$ cat src/rtl/pwm_duty_decoder.sv
// Receive-side PWM decoder: measures high time and period of each cycle on a
// synchronized PWM line, flags stalled lines and a broken complementary pair.
module pwm_duty_decoder #(
   parameter int CNT_W       = 8,
   parameter int SYNC_STAGES = 2
) (
   input  logic             clk,
   input  logic             reset,
   input  logic             pwm_in,
   input  logic             neg_pwm_in,
   output logic [CNT_W-1:0] duty_out,
   output logic [CNT_W-1:0] period_out,
   output logic             valid,
   output logic             stall,
   output logic             level,
   output logic             pair_err
);

   localparam logic [CNT_W-1:0] MAX = '1;

   typedef enum logic [1:0] {
      ST_IDLE,
      ST_ARMED,
      ST_STALL
   } state_t;

   state_t                 state;
   logic [SYNC_STAGES-1:0] sync_p;
   logic [SYNC_STAGES-1:0] sync_n;
   logic [SYNC_STAGES-1:0] primed;
   logic                   s;
   logic                   n;
   logic                   s_d;
   logic                   rise;
   logic                   mismatch;
   logic                   mismatch_d;
   logic [CNT_W-1:0]       period_cnt;
   logic [CNT_W-1:0]       high_cnt;
   logic                   period_sat;

   assign s          = sync_p[SYNC_STAGES-1];
   assign n          = sync_n[SYNC_STAGES-1];
   assign rise       = s & ~s_d;
   assign period_sat = (period_cnt == MAX);

   // The chains clear to 0 on reset, so s == n right after release; the pair
   // check waits until both chains hold real post-reset samples.
   assign mismatch   = primed[SYNC_STAGES-1] & (s == n);

   always_ff @(posedge clk or posedge reset) begin
      if (reset) begin
         sync_p     <= '0;
         sync_n     <= '0;
         primed     <= '0;
         s_d        <= 1'b0;
         mismatch_d <= 1'b0;
         pair_err   <= 1'b0;
      end else begin
         // NOTE: sequential state uses non-blocking assignments so every flop
         // in the chain samples the previous-cycle value of its neighbour.
         sync_p     <= {sync_p[SYNC_STAGES-2:0], pwm_in};
         sync_n     <= {sync_n[SYNC_STAGES-2:0], neg_pwm_in};
         primed     <= {primed[SYNC_STAGES-2:0], 1'b1};
         s_d        <= s;
         mismatch_d <= mismatch;
         if (mismatch && mismatch_d)
            pair_err <= 1'b1;
      end
   end

   // Both counters saturate at MAX; high_cnt can never pass period_cnt.
   always_ff @(posedge clk or posedge reset) begin
      if (reset) begin
         period_cnt <= '0;
         high_cnt   <= '0;
      end else if (rise) begin
         period_cnt <= CNT_W'(1);
         high_cnt   <= CNT_W'(1);
      end else begin
         if (!period_sat)
            period_cnt <= period_cnt + CNT_W'(1);
         if (s && (high_cnt != MAX))
            high_cnt <= high_cnt + CNT_W'(1);
      end
   end

   // A rise always takes priority over saturation in the same cycle.
   always_ff @(posedge clk or posedge reset) begin
      if (reset) begin
         state      <= ST_IDLE;
         duty_out   <= '0;
         period_out <= '0;
         valid      <= 1'b0;
         stall      <= 1'b0;
         level      <= 1'b0;
      end else begin
         valid <= 1'b0;
         if (rise) begin
            if (state == ST_ARMED) begin
               duty_out   <= high_cnt;
               period_out <= period_cnt;
               valid      <= 1'b1;
            end
            state <= ST_ARMED;
            stall <= 1'b0;
            level <= 1'b0;
         end else if (state == ST_STALL) begin
            level <= s;
         end else if (period_sat) begin
            state      <= ST_STALL;
            stall      <= 1'b1;
            level      <= s;
            duty_out   <= s ? MAX : '0;
            period_out <= '0;
            valid      <= 1'b1;
         end
      end
   end

endmodule

$ cat config.mk
export PLATFORM = sky130hd
export DESIGN_NAME = pwm_duty_decoder
export DESIGN_NICKNAME = d
export VERILOG_FILES = /design/src/rtl/pwm_duty_decoder.sv
export SDC_FILE = /design/constraint.sdc
export NUM_CORES = 1
export LEC_CHECK = 0
export CORE_MARGIN = 4
export CORE_UTILIZATION = 49
export CTS_BUF_LIST = sky130_fd_sc_hd__clkbuf_8
export DETAILED_ROUTE_END_ITERATION = 6
export PLACE_DENSITY = 0.75
export SYNTH_ARGS = -nofsm -noshare
export SYNTH_HDL_FRONTEND = slang
export SYNTH_SLANG_ARGS = --single-unit
export TNS_END_PERCENT = 1
$ cat constraint.sdc
create_clock -name clk -period 1.81 [get_ports clk]
set_input_delay 0.362 -clock clk [delete_from_list [all_inputs] [get_ports clk]]
set_output_delay 0.362 -clock clk [all_outputs]
set_load 0.005 [all_outputs]
After elaboration in Yosys (flattened, before gate mapping) --
Index checks and enable logic that the tools add are counted. W data, S select, Z words.
Word-level totals: flip-flop bits (word level) 46, input bits 4, output and inout bits 20, word-level logic and storage cells 60
Operators by class: add/subtract/negate cells 2, eq/ne operators 8, muxes and demuxes 26, bitwise gates (word level) 3, reduce and logical (&&, ||, !) cells 7
Operators by type and width (count):
- $mux W8 | 13
- $add A8 B1 Y8 const B | 2
- $mux W1 | 10
- $eq A8 B8 Y1 const B | 1
- $ne A8 B8 Y1 const B | 1
- $mux W2 | 3
- $ne A2 B2 Y1 const B | 2
- $reduce_bool A2 Y1 | 2
- $reduce_and A3 Y1 | 1
- $reduce_bool A3 Y1 | 1
- $and A1 B1 Y1 | 2
- $eq A2 B1 Y1 const B | 1
- $eq A2 B2 Y1 const B | 1
- $logic_and A1 B1 Y1 | 2
- $ne A2 B1 Y1 const B | 1
- $reduce_and A2 Y1 | 1
- $eq A1 B1 Y1 | 1
- $not A1 Y1 | 1

Longest topological paths before layout --
depth in word-level cells 4, mapped depth 7, gate-level depth less buffers 6

Worst setup path before layout --
No wires, ideal clock.
path kind reg2reg, start register period_cnt[0], end register duty_out[6], setup time 123 ps, arrival 1673 ps, required time 1687 ps, setup slack 15 ps, cell stages (with the launch flop) 8, buffers on the path 2, period minus slack after synthesis 1795 ps, cells stage by stage dfrtp_1 ha_1 nand3_1 or2_1 buf_6 or3_4 buf_6 o221a_2
On the way: word-level cells in the longest chain between the ends 3
RTL lines:
- start: declaration | line 37 | logic [CNT_W-1:0] period_cnt;
- start signal: assignment | line 81 | period_cnt <= period_cnt + CNT_W'(1);
- $eq A8 B8 Y1 | line 44 | assign period_sat = (period_cnt == MAX);
- $reduce_bool A2 Y1 (no source line)
- $reduce_and A3 Y1 (no source line)
- end signal: assignment | line 100 | duty_out <= high_cnt;
- end signal: assignment | line 113 | duty_out <= s ? MAX : '0;
- end: declaration | line 11 | output logic [CNT_W-1:0] duty_out,
No other way between the ends. A chain may end at the register's enable or synchronous reset.

Worst setup path after layout --
start register period_cnt[1], end register duty_out[3]
The elaborated chain is that of the path after synthesis.

==> results.cfg <==
[status]
status = finished, final reports clean

[cells_and_area]
drive_gt1_share_pct = 19.1
syn2layout_area_growth_pct = 25.6
design_area_um2 = 2340
nNetsFinal = 199
final_cell_mix = 45 x dfrtp_1, 23 x clkdlybuf4s50_1, 13 x nand2_1
antenna_cells = 0
final_common_cell = dfrtp_1

[synth]
synth_top_area_share_pct = 60.4
async_reset_ff_share_pct = 100
synth_area_leader_cell = dfrtp_1
ys_seq_elements = 45
synth.area.top_cells = dfrtp_1 60%, o221a_2 4.8%, a22o_1 3.3%
yosysWarnings = 0
syn_inst = 156
synth-edff-count = 0
synth.cell_area_um2 = 1860
synth.distinct_cells = 43
synth_nets = 162
synthFlopType = dfrtp_1
ys_seq_area_share_pct = 60.4
synth.avg_cell_area_um2 = 12.0

[route]
route.detailed.drc = 0
drt_iter0_drc = 127
drt_wl_total_mm = 3.95
ant_nets = 0
vias_per_cell = 5.78
vias = 1399
drtPass1Iterations = 4
post_drt_wl_per_cell_um = 16.3

[hold_path]
hold_class = flip-flop to flip-flop

[clocking]
cts.htree.levels = 2
clk_path_buf_depth = 2
cts_root_buf = clkbuf_8
cts_tree = yes
path_clk_slew_ps = 90
clk_latency_ps = 300
cts_made_buffers = 5
cts_sinks = 45

[grt]
grt_pass1_vias = 1351
grt_max_degree = 46
antenna_found_initial = 0
grt_usage_pct = 17.3
overflow = 0
grt_pass1_wl_mm = 6.66

[floorplanning]
start_util_pct = 50.9
boundaryPins = 24
rows = 22
coreArea_um2 = 3660
dieArea_um2 = 4860
die_w_um = 69.7
die-height_um = 69.7

[setup_path]
start_kind = flip-flop
required_ps = 2010
path_class = flip-flop to flip-flop
cpPeakStageDelay_ps = 430
worst-path-max-fanout = 8
worstPathArrival_ps = 1950
path_buf_inv = 0
cp_slowest_cell = or3_4
cp_top_family = simple AND/OR/NAND/NOR gates
crit_chain = ha_1 -> nand3_1 -> or2_1 -> or3_4 -> o221a_2
crit_path_end_kind = flip-flop

[sta]
fin_crit_sh_pct = 96.8
finClkSkew_ps = 8.39
slew_viol_final = 0
rsz0062_at_grt = true
timing.hold.ws_ps = 356
setup_viol = 0
hold_violations = 0
fin_crit_ps = 1750
fmax_mhz = 571

[pwr]
switching_share_pct = 26.8
power_density_nw_per_um2 = 1060
p_clk_share_pct = 30.8
combPwrFrac_pct = 19.2
power.switching_mw = 0.666
ir_worst_vdd_uv = 735
intPower_mw = 1.82
seq_power_share_pct = 50.0
total_leakage_power_nw = 1.03

[job]
drv_cap = 0

[placed_design]
dp_hpwl_mm = 2.60
dpl_cell_area_um2 = 2200
io_buffers = 23
place_congestion = 0.895
[sequential cells by signal (all words and copies together) (netlist names), 2 cells and up]
| register | count |
|---|---|
| duty_out | 8 |
| high_cnt | 8 |
| period_cnt | 8 |
| period_out | 8 |
| primed | 2 |
| sync_n | 2 |
| sync_p | 2 |
[metrics by stage]
stage / std cells / power, mW / setup TNS (ps) / setup slack (ps) / util [%]
after global placement: 231 / 1.70 / 0 / 46.8 / 60.0
after CTS: 242 / 2.49 / 0 / 11.9 / 63.8
after floorplan: 156 / 1.46 / 0 / 14.8 / -
final: 242 / 2.49 / 0 / 58.6 / 64.0
after global routing: 242 / 2.62 / -508 / -61.9 / 64.0
after detailed placement: 231 / 1.73 / -368 / -55.2 / 60.0
[cells in the mapped netlist (2+ instances only)]
| cell type | n |
|---|---|
| a21o_1 | 3 |
| a21oi_1 | 7 |
| a22o_1 | 7 |
| a31oi_1 | 3 |
| buf_2 | 2 |
| buf_6 | 2 |
| dfrtp_1 | 45 |
| ha_1 | 2 |
| inv_1 | 4 |
| nand2_1 | 13 |
| nand3_1 | 4 |
| nor2_1 | 8 |
| nor2b_1 | 3 |
| o211ai_1 | 2 |
| o21ai_0 | 10 |
| o221a_2 | 8 |
| o31ai_1 | 2 |
| or3_1 | 4 |
| xnor2_1 | 2 |
| xor2_1 | 2 |
[layout make-up]
type / count / area [µm²]
fillers: 277 / 1320
multi-input cells: 101 / 688
flip-flops and latches: 45 / 1130
inverters: 5 / 20.0
repair buffers: 35 / 333
clock inverters: 3 / 46.3
clock buffers: 5 / 68.8
well taps: 48 / 60.1
[cell families after synthesis]
logic type      after synthesis  share of synthesized area [%]
other cells                   1                          0.201
fa+ha+maj                     2                           1.34
compound gates               48                           19.5
mux                           1                          0.537
simple gates                 45                           13.2
buf+inv                      10                           3.02
xor+xnor                      4                           1.88
flops                        45                           60.4
[metal layers]
metal	wire length (µm)	vias to the layer above	share of wire [%]	track usage, %
met4	44	0	1.1	5.32
met5	0	-	0	0
met3	231	6	5.8	5.51
met2	1910	60	48	26.6
met1	1760	689	45	23.7
li1	-	644	-	-
[power groups by stage]
stage / logic, mW / clock network [mW] / registers [mW]
2_1_floorplan: 0.203 / 0 / 1.25
3_3_place_gp: 0.450 / 0 / 1.25
3_5_place_dp: 0.467 / 0 / 1.26
4_1_cts: 0.472 / 0.776 / 1.24
5_1_grt: 0.526 / 0.825 / 1.26
6_report: 0.477 / 0.767 / 1.24
[final timing paths]
check	slack, ps	start	cells past startpoint	to
min	360	sync_p[0]$_DFF_PP0_	0	sync_p[1]$_DFF_PP0_
max	60	period_cnt[1]$_DFFE_PP0P_	5	duty_out[3]$_DFFE_PP0P_
min reg2reg	360	sync_p[0]$_DFF_PP0_	0	sync_p[1]$_DFF_PP0_
min in group asynchronous	400	reset	3	sync_n[0]$_DFF_PP0_
max in group asynchronous	1180	reset	3	period_cnt[2]$_DFFE_PP0P_
max reg2reg	60	period_cnt[1]$_DFFE_PP0P_	5	duty_out[3]$_DFFE_PP0P_
[timing repair]
item | 4_1_cts | 5_1_grt
pin swaps | 1 | 1
buffers inserted | 3 | 0
endpoints found under the setup margin | 13 | 16
gates resized for setup | 1 | 1
hold buffers | 0 | 0
(Power assumes the default switching activity.)
